**src/rtl/clk_div_prog.sv**
```systemverilog
// Programmable clock divider with glitch-free start/stop and wrap-synchronised reload.
// Optional edge strobes are enabled by defining CLK_DIV_PROG_STROBE_EN.
module clk_div_prog #(
  parameter int WIDTH     = 16,
  parameter int RESET_DIV = 16
) (
  input  logic             clk_in,
  input  logic             rst_n,
  input  logic             en,
  input  logic [WIDTH-1:0] div_in,
  input  logic [WIDTH-1:0] hi_in,
  input  logic             load,
  output logic             load_ack,
  output logic             busy,
  output logic             clk_out,
  output logic             rise_stb,
  output logic             fall_stb
);

  typedef enum logic [1:0] {
    IDLE = 2'd0,
    RUN  = 2'd1,
    STOP = 2'd2
  } state_e;

  localparam logic [WIDTH-1:0] ONE   = WIDTH'(1);
  localparam logic [WIDTH-1:0] TWO   = WIDTH'(2);
  localparam logic [WIDTH-1:0] RST_D = WIDTH'(RESET_DIV);
  localparam logic [WIDTH-1:0] RST_H = WIDTH'(RESET_DIV / 2);

  state_e           state_q, state_d;
  logic [WIDTH-1:0] cnt_q,   cnt_d;
  logic [WIDTH-1:0] div_q,   div_d;
  logic [WIDTH-1:0] hi_q,    hi_d;
  logic [WIDTH-1:0] pdiv_q,  pdiv_d;
  logic [WIDTH-1:0] phi_q,   phi_d;
  logic             pend_q,  pend_d;
  logic             clk_q,   clk_d;
  logic             ack_q,   ack_d;

  logic [WIDTH-1:0] san_div;
  logic [WIDTH-1:0] san_hi;
  logic             wrap;

  // Clamp requests so the output always toggles.
  always_comb begin
    san_div = div_in;
    if (div_in < TWO) begin
      san_div = TWO;
    end
    san_hi = hi_in;
    if (hi_in == '0) begin
      san_hi = ONE;
    end else if (hi_in >= san_div) begin
      san_hi = san_div - ONE;
    end
  end

  assign wrap = (cnt_q == div_q - ONE);

  always_comb begin
    state_d = state_q;
    cnt_d   = cnt_q;
    div_d   = div_q;
    hi_d    = hi_q;
    pdiv_d  = pdiv_q;
    phi_d   = phi_q;
    pend_d  = pend_q;
    clk_d   = clk_q;
    ack_d   = 1'b0;

    unique case (state_q)
      IDLE: begin
        cnt_d = '0;
        clk_d = 1'b0;
        if (load) begin
          div_d  = san_div;
          hi_d   = san_hi;
          pend_d = 1'b0;
          ack_d  = 1'b1;
        end else if (pend_q) begin
          div_d  = pdiv_q;
          hi_d   = phi_q;
          pend_d = 1'b0;
          ack_d  = 1'b1;
        end
        if (en) begin
          state_d = RUN;
        end
      end

      RUN, STOP: begin
        clk_d = (cnt_q < hi_q);
        cnt_d = wrap ? '0 : cnt_q + ONE;
        if (wrap && pend_q) begin
          div_d  = pdiv_q;
          hi_d   = phi_q;
          pend_d = 1'b0;
          ack_d  = 1'b1;
        end
        // A load on the wrap edge waits for the following wrap.
        if (load) begin
          pdiv_d = san_div;
          phi_d  = san_hi;
          pend_d = 1'b1;
        end
        if (state_q == RUN) begin
          if (!en) begin
            state_d = STOP;
          end
        end else if (en) begin
          state_d = RUN;
        end else if (wrap) begin
          state_d = IDLE;
        end
      end

      default: begin
        state_d = IDLE;
        cnt_d   = '0;
        clk_d   = 1'b0;
      end
    endcase
  end

  always_ff @(posedge clk_in or negedge rst_n) begin
    if (!rst_n) begin
      state_q <= IDLE;
      cnt_q   <= '0;
      div_q   <= RST_D;
      hi_q    <= RST_H;
      pdiv_q  <= '0;
      phi_q   <= '0;
      pend_q  <= 1'b0;
      clk_q   <= 1'b0;
      ack_q   <= 1'b0;
    end else begin
      state_q <= state_d;
      cnt_q   <= cnt_d;
      div_q   <= div_d;
      hi_q    <= hi_d;
      pdiv_q  <= pdiv_d;
      phi_q   <= phi_d;
      pend_q  <= pend_d;
      clk_q   <= clk_d;
      ack_q   <= ack_d;
    end
  end

`ifdef CLK_DIV_PROG_STROBE_EN
  logic rise_q, rise_d;
  logic fall_q, fall_d;

  always_comb begin
    rise_d = clk_d & ~clk_q;
    fall_d = ~clk_d & clk_q;
  end

  always_ff @(posedge clk_in or negedge rst_n) begin
    if (!rst_n) begin
      rise_q <= 1'b0;
      fall_q <= 1'b0;
    end else begin
      rise_q <= rise_d;
      fall_q <= fall_d;
    end
  end

  assign rise_stb = rise_q;
  assign fall_stb = fall_q;
`else
  assign rise_stb = 1'b0;
  assign fall_stb = 1'b0;
`endif

  assign clk_out  = clk_q;
  assign load_ack = ack_q;
  assign busy     = (state_q != IDLE);

endmodule

```
**config.mk**
```make
export PLATFORM = sky130hd
export DESIGN_NAME = clk_div_prog
export DESIGN_NICKNAME = d
export VERILOG_FILES = /design/src/rtl/clk_div_prog.sv
export SDC_FILE = /design/constraint.sdc
export NUM_CORES = 1
export LEC_CHECK = 0
export BUFFER_PORTS_ARGS = -buffer_cell sky130_fd_sc_hd__buf_2
export CORE_MARGIN = 4
export CORE_UTILIZATION = 25
export DETAILED_ROUTE_END_ITERATION = 8
export PLACE_DENSITY = 0.42
export SKIP_LAST_GASP = 1
export SYNTH_ARGS = -nofsm -noshare
export SYNTH_HDL_FRONTEND = slang
export SYNTH_SLANG_ARGS = --single-unit
```
**constraint.sdc**
```tcl
create_clock -name clk_in -period 6.4 [get_ports clk_in]
set_input_delay 0.32 -clock clk_in [delete_from_list [all_inputs] [get_ports clk_in]]
set_output_delay 0.32 -clock clk_in [all_outputs]
set_load 0.02 [all_outputs]
```
# Word level (Yosys, flattened, before mapping)
# Cells that the tools add are included.
[totals]
register_bits = 85
output_inout_bits = 5
wordCells = 61
[op_classes]
add_sub_neg = 3
magnitude_cmp = 3
n_eq_ne = 9
muxes = 27
n_reduce_logical = 10
[op_table]
columns = ["cell", "n"]
rows = [
  ["$mux W16", 11],
  ["$pmux W16 S2", 2],
  ["$sub A16 B1 Y16 const B", 2],
  ["$add A16 B1 Y16 const B", 1],
  ["$eq A16 B16 Y1", 1],
  ["$ge A16 B16 Y1", 1],
  ["$logic_not A16 Y1", 1],
  ["$lt A16 B16 Y1", 1],
  ["$lt A16 B2 Y1 const B", 1],
  ["$mux W2", 5],
  ["$ne A3 B3 Y1 const B", 3],
  ["$mux W1", 6],
  ["$reduce_and A3 Y1", 2],
  ["$ne A2 B2 Y1 const B", 2],
  ["$ne A4 B4 Y1 const B", 1],
  ["$pmux W1 S2", 2],
  ["$pmux W2 S2", 1],
  ["$reduce_and A2 Y1", 2],
  ["$reduce_bool A2 Y1", 2],
  ["$eq A2 B1 Y1 const B", 1],
  ["$eq A2 B2 Y1 const B", 1],
  ["$logic_not A2 Y1", 1],
  ["$reduce_or A2 Y1", 1],
  ["$logic_and A1 B1 Y1", 1],
]

# Longest topological paths before layout
# Gate-level depths: netlist (run 1).
[depth]
depth_word = 7
depth_mapped = 14

# Worst setup path before layout (run 1)
# No wires, ideal clock.
[synth_path]
path_type = "input to register"
startpoint = "input div_in[4]"
endpoint = "register hi_q[8]"
setup_time_ps = 128
arrival_time_ps = 3415
required_time_ps = 6272
slack_ps = 2858
cell_stages = 13
cell_sequence = "or4_1 -> nor4_1 -> nand2_1 -> nand2_1 -> ha_1 -> or4b_2 -> clkbuf_1 -> nor4_1 -> xnor2_1 -> nor2_1 -> o21ai_0 -> a31oi_1 -> mux2_1"
[synth_via]
elab_chain_cells = 7
elab_cells_between_ends = 8
cone_classes = "1 x add/sub; 2 x order compare; 5 x mux"
[synth_rtl]
columns = ["item", "line_no", "source"]
rows = [
  ["start, declared", "10", "input logic [WIDTH-1:0] div_in,"],
  ["$lt A16 B2 Y1", "48", "if (div_in < TWO) begin"],
  ["$mux W16 *", "48", ""],
  ["$sub A16 B1 Y16 / $ge A16 B16 Y1 (equally long branches)", "55, 54", ""],
  ["$mux W16 *", "54", "end else if (hi_in >= san_div) begin"],
  ["$mux W16 *", "52", "if (hi_in == '0) begin"],
  ["$mux W16 *", "76", "if (load) begin"],
  ["$pmux W16 S2 *", "72", "unique case (state_q)"],
  ["end signal, assigned", "141", "hi_q <= hi_d;"],
  ["end, declared", "34", "logic [WIDTH-1:0] hi_q, hi_d;"],
]
# Every way passes the cells marked *; elsewhere a longest branch is shown, timed or not.
# A chain may end at the register's enable or synchronous reset.

# Worst setup path after layout (run 1)
[layout_path]
startpoint = "input div_in[4]"
endpoint = "register hi_q[14]"
# The elaborated chain is that of the path after synthesis.

==> results.md, run 1 <==
* Placed wire-length estimate at 13500 um
* Row cnt at 55
* Grt ovf at 0
* Largest net degree at the start of global routing at 63
* Initial Utilization at 25.4%
* Gate Count Post-Synth at 651
* Layout cells sized above 1 at 11.9%
* Area leader, netlist: dfrtp_1
* Final setup vio count at 0
* Status: finished clean
* Root Driver: clkbuf_16
* Pre-CTS worst setup slack at 2260 ps
* Rel. slew slack at 46.3%
* Ports at 41
* Clk slew on worst S/H paths at 70 ps
* EDFF count, synth at 0
* DP Cell Count at 951
* Setup TNS at 0 ps
* Clk Latency, worst-skew pair at 350 ps
* Setup Crit Path Kind: input port to register
* Main flop type after synthesis: dfrtp_1
* Achievable Freq at 0.260 GHz
* Final std cells w/o fill at 968
* Post-Syn Area at 5750 um2
* Required time of the worst setup path at 6630 ps
* Final setup margin at 2560 ps
* Final worst-path cycle share at 60.1%
* Max_cap viols at 0
* Critical Path Fanout Max at 7
* Endpoints failing hold at 0
* Initial drt markers at 342
* Total power at 0.00264 W
* WL final at 17700 um
* Antenna diode count at 0
* # H-tree levels at 3
* Most frequent cells in the layout: dfrtp_1 (83), nand2_1 (62), o21ai_0 (61)
* Most common cell after layout, fill and taps aside: dfrtp_1
* Worst-case clock buffer depth at 2
* Initial antenna violation count at 0
* Worst min path class: input port to register
* Worst slew pin tran at 806 ps
* Max Slew Vio Count at 0
* # nets final at 752
* Critical path arrival at 4070 ps
* Area of the core at 22600 um2
* Critical Path Start Type: input port
* CTS Buf Count at 9
* CP Capture Type: register
* Routed vias/inst at 5.05
* RSZ-0062 raised after global routing: false
* VDD IR-drop max at 0.149 mV
* Yosys warns at 0
* FFs w/ async S/R, synth at 100%
* Gr usage total at 14.1%
* Crit path time final at 3840 ps
* Power density over the cells at 404 nW/um2
* Register area share after synthesis at 37.0%
* Global-route wire length before repair at 28300 um
* GPL Wtd Cong at 0.859
* Top post-synthesis cells by area: dfrtp_1 (36%), ha_1 (8.3%), o21ai_0 (5.3%)
* DR vias at 4889
* Synth cell types at 62
* CTS tree: done
* Post-synthesis register bit count at 85
* DRT antenna net count at 0
* Overall die width at 160 um
* Die ar. at 25500 um2
* Setup repair bufs after CTS at 0
* Pleak at 2.85 nW
* Syn avg cell area at 8.84 um2
* I/O Buffers at 38
* Syn-to-layout area delta at 13.4%
* Skew final at 9.22 ps
* Clock Sinks at 85
* Die Y-Extent at 160 um
* Vias in the first global route at 4817
* DRC viols at 0
* Post-synth top area share at 36.1%
* Routed wire per std cell at 18.3 um
* Drt pass-1 iters at 7
## logic make-up (layout without fill, tap and decap cells)
logic type | after synthesis | count (layout) | synth area share, %
compound gates | 154 | 154 | 16.8
xor+xnor | 46 | 46 | 7.00
fa+ha+maj | 38 | 38 | 8.26
buf+inv | 76 | 107 | 5.33
flops | 85 | 85 | 37.0
mux | 37 | 37 | 6.94
other cells | 1 | 2 | 0.0652
simple gates | 214 | 214 | 18.6
## area by class of cell
cell class,count,area (um2)
fill,2389,16100
clock inverter,7,56.3
clock buffer,9,225
tap,285,357
inverter,45,169
multi-input combinational,491,3330
sequential,85,2130
timing repair buffer,46,255
## layer usage
layer  vias up  track usage [%]  routed length (um)
met4         0             4.81                 478
li1       2382                -                   -
met5         -                0                   0
met2       140             22.1                7990
met3        33             2.40                 739
met1      2334             19.6                8510
## cells in the mapped netlist (all sizes together), types with 16 or more instances
master	n
a21oi	31
clkbuf	21
dfrtp	83
ha	38
inv	45
mux2	23
nand2	62
nand3	23
nor2	51
o21ai	64
xnor2	30
xor2	16
## stage by stage
step	util, %	hold WS, ps	instance area (um2)
floorplan	-	24.4	5760
global placement	27.5	248	6230
detailed placement	27.5	257	6230
CTS	28.8	322	6520
global route	28.8	347	6520
finish	28.8	320	6520
## critical path, cell delays in order
cell	delay [ps]
buf_2	120
or4_1	570
nor4_1	620
nand2_1	110
nand2_1	160
ha_1	230
or4b_2	730
nor4_1	270
xnor2_1	270
nor2_1	80
o21ai_0	80
nand3_1	170
mux2_1	330
## power breakdown
| group | switching [W] | internal [W] |
|---|---|---|
| clock | 0.000244 | 0.000269 |
| combinational | 0.000714 | 0.000482 |
| sequential | 0.000168 | 0.000761 |
## path summary, 6_finish.rpt
path | start | endpoint | slack [ps] | depth (start not counted)
max | div_in[4] | hi_q[14]$_DFFE_PN0P_ | 2560 | 13
min | en | state_q[0]$_DFFE_PN0P_ | 320 | 3
max reg2reg | div_q[0]$_DFFE_PN0P_ | hi_q[4]$_DFFE_PN0P_ | 2900 | 10
min reg2reg | phi_q[5]$_DFFE_PN0P_ | phi_q[5]$_DFFE_PN0P_ | 480 | 2
max in group asynchronous | rst_n | pdiv_q[5]$_DFFE_PN0P_ | 4850 | 3
min in group asynchronous | rst_n | hi_q[5]$_DFFE_PN0P_ | 430 | 2
## registers in the layout, indices dropped and copies added, names as in the netlist
signal    flops
hi_q         16
clk_out       1
state_q       2
div_q        16
phi_q        16
pend_q        1
load_ack      1
cnt_q        16
pdiv_q       16
## timing repair
action                    CTS  global route
gates resized for setup     0             0
hold endpoints to repair   22             0
hold buffers                1             0
Power figures use the tool's default switching activity.
==> inputs of run 2 (changes only) <==
ABC_AREA = 1   (was unset)
PLACE_DENSITY = 0.43   (was 0.42)
clock period = 3.19 ns   (was 6.4 ns; I/O delays follow)
==> run 2 against run 1 <==
Effect of this change:
- register-to-register slack worse by 2400 ps
- area after synthesis is 7.8% higher
- clock-buffer cell count stayed put
- final cell count is 30% higher
- first-iteration DRC count is 5.3% lower
- critical endpoint is now div_q[3]$_DFFE_PN0P_
- largest power group unchanged
==> results.md, run 2 <==
* Final worst-path cycle share at 82.8%
* WL final at 18000 um
* Initial antenna violation count at 0
* Synth Area in Compound Gates at 7.44%
* Crit-path max cell delay at 430 ps
* CP Cell Sequence: inv_1, ha_1, nand2_2, nor2_4, nand2_1, nand2_1, nand2_1, a21oi_1, nand2_1, nor2_2, nand3_2, nand2_4, buf_4, nand3_1, nand2_1
* Worst min path class: input port to register
* Synth Area in XOR/XNOR at 3.81%
* Area of the core at 24400 um2
* VDD IR-drop max at 0.313 mV
* Syn avg cell area at 6.84 um2
* CP dominant cell by count: nand2_1
* DRT antenna net count at 0
* Adder-cell share of the synthesized area at 7.66%
* Post-synthesis register bit count at 85
* Routed wire per std cell at 14.2 um
* Top post-synthesis cells by count: nand2_1 (271), inv_1 (113), nand3_1 (92)
* Max_cap viols at 0
* Overall die width at 166 um
* Placed wire-length estimate at 14100 um
* Largest family of logic cells by synthesized area: simple AND/OR/NAND/NOR gates
* Die Y-Extent at 166 um
* Count leader, synth: nand2_1
* Largest net degree at the start of global routing at 51
* Drt pass-1 iters at 5
* Layout cells sized above 1 at 8.52%
* Power density over the cells at 868 nW/um2
* CTS Hold Buffers Added at 1
* Routed vias/inst at 4.49
* Register area share after synthesis at 34.3%
* Endpoints failing hold at 0
* Grt ovf at 0
* Post-Syn Area at 6200 um2
* Worst r2r src: div_q[0]$_DFFE_PN0P_
* # nets final at 1008
* Mux cell area share after synthesis at 0%
* GPL Wtd Cong at 0.870
* Sequential power share at 29.9%
* Net switching power at 0.00280 W
* Die ar. at 27400 um2
* Hold Path Origin: div_in[3]
* Post_cts resized at 0
* Critical Path Start Type: register
* CP Capture Type: register
* CTS tree: done
* Initial Utilization at 25.4%
* CTS Buf Count at 9
* EDFF count, synth at 0
* Setup Crit Path Kind: register to register
* Main flop type after synthesis: dfrtp_1
* Power Internal at 0.00335 W
* Syn-to-layout area delta at 14.3%
* Required time of the worst setup path at 3470 ps
* Row cnt at 57
* # H-tree levels at 3
* Most frequent cells in the layout: nand2_1 (271), inv_1 (113), nand3_1 (92)
* RSZ-0062 raised after global routing: false
* Status: finished clean
* Ports at 41
* FF/Latch Area at 2130 um2
* Gate Count Post-Synth at 907
* Post-synth top area share at 33.5%
* Max Slew Vio Count at 0
* Worst-case clock buffer depth at 2
* Worst path slowest cell: dfrtp_1
* Footprint of the multi-input gates at 3480 um2
* Clk Latency, worst-skew pair at 350 ps
* Top post-synthesis cells by area: dfrtp_1 (33%), nand2_1 (16%), ha_1 (7.7%)
* Comb pwr share at 48.7%
* R2r setup slk at 550 ps
* DR vias at 5676
* DRC viols at 0
* Rel. slew slack at 53.4%
* Critical path arrival at 2920 ps
* Sw Share at 45.6%
* WHS Path Cells at 3
* Critical Path Fanout Max at 32
* Setup TNS at 0 ps
* Clock Sinks at 85
* Setup repair bufs after CTS at 0
* FFs w/ async S/R, synth at 100%
* Area leader, netlist: dfrtp_1
* FF-to-FF End: div_q[3]$_DFFE_PN0P_
* Most common cell after layout, fill and taps aside: nand2_1
* Antenna diode count at 0
* Gr usage total at 14.0%
* Crit path time final at 2640 ps
* Vias in the first global route at 5783
* Global-route wire length before repair at 30500 um
* Achievable Freq at 0.379 GHz
* I/O Buffers at 38
* Post-Synth Simple-Gate Area at 37.0%
* Hold endpoint: pdiv_q[3]$_DFFE_PN0P_
* Skew final at 11.5 ps
* Final setup vio count at 0
* Reg2Reg Depth at 15
* Worst hold margin at 177 ps
* Synth cell types at 37
* Root Driver: clkbuf_16
* Initial drt markers at 324
* Clk slew on worst S/H paths at 70 ps
* Yosys warns at 0
* Final-layout fill cell count at 2726
* Clock power frac at 21.5%
* Worst slew pin tran at 695 ps
* Pleak at 3.63 nW
## run 2: changes by cell type in the layout (fill, tap and decap cells not counted), sizes merged, moves of 14 or more
| cell | change |
|---|---|
| mux2i | -14 |
| mux2 | -23 |
| a21oi | -16 |
| xnor2 | -24 |
| nand2 | +213 |
| inv | +66 |
| nor2 | +29 |
| nand4 | +36 |
| nand3 | +70 |
## run 2: through the flow
stage                     instances  setup WS, ps  util, %  area, um2  power [W]
final                          1263           549     29.1       7090    0.00615
after CTS                      1263           497     29.1       7090    0.00624
after floorplan                 908           905        -       6210    0.00414
after global routing           1263           204     29.1       7090    0.00685
after detailed placement       1246           254     27.5       6710    0.00490
after global placement         1246           254     27.5       6710    0.00490
## run 2: final cells by class
class | instances | area share (%)
multi-input combinational | 675 | 49.1
sequential | 85 | 30.0
inverter | 114 | 6.04
tap | 324 | 5.72
timing repair buffer | 49 | 3.92
clock buffer | 9 | 3.18
clock inverter | 7 | 2.05
## run 2: worst max path at each step
stage                          from                   end  slack, ps  cells after the start
2_1_floorplan             div_in[9]   hi_q[4]$_DFFE_PN0P_        900                     20
3_3_place_gp              div_in[9]  hi_q[12]$_DFFE_PN0P_        250                     21
3_5_place_dp              div_in[9]  hi_q[12]$_DFFE_PN0P_        250                     21
4_1_cts        div_q[0]$_DFFE_PN0P_  div_q[5]$_DFFE_PN0P_        500                     15
5_1_grt                   div_in[9]   hi_q[4]$_DFFE_PN0P_        200                     21
6_report       div_q[0]$_DFFE_PN0P_  div_q[3]$_DFFE_PN0P_        550                     15
## run 2: kinds of logic (layout without fill, tap and decap cells)
logic type / Yosys count / in the layout
DFF: 85 / 85
AOI/OAI and AO/OA: 87 / 87
adders and majority gates: 38 / 38
and+or+nand+nor: 521 / 521
other: 1 / 2
buffers and inverters: 148 / 179
xor gates and xnor gates: 27 / 27
## run 2: worst max-delay path: cells and delay by family, from the launching register on
family | cells | cell delay (ps)
simple gates | 11 | 1170
compound gates | 1 | 120
fa+ha+maj | 1 | 310
buf+inv | 2 | 530
flops | 1 | 430
## run 2: power groups by stage
stage	registers [W]	clock network, W	logic (W)
2_1_floorplan	0.00176	0	0.00237
3_3_place_gp	0.00185	0	0.00305
3_5_place_dp	0.00185	0	0.00305
4_1_cts	0.00184	0.00135	0.00305
5_1_grt	0.00190	0.00140	0.00355
6_report	0.00184	0.00132	0.00300
## run 2: per-layer routing
layer  up-vias  GRT usage [%]  routed length [um]
met2       112           22.4                8000
met3        19           2.18                 637
met4         0           3.15                 238
li1       2990              -                   -
met1      2555           19.9                9090
met5         -              0                   0
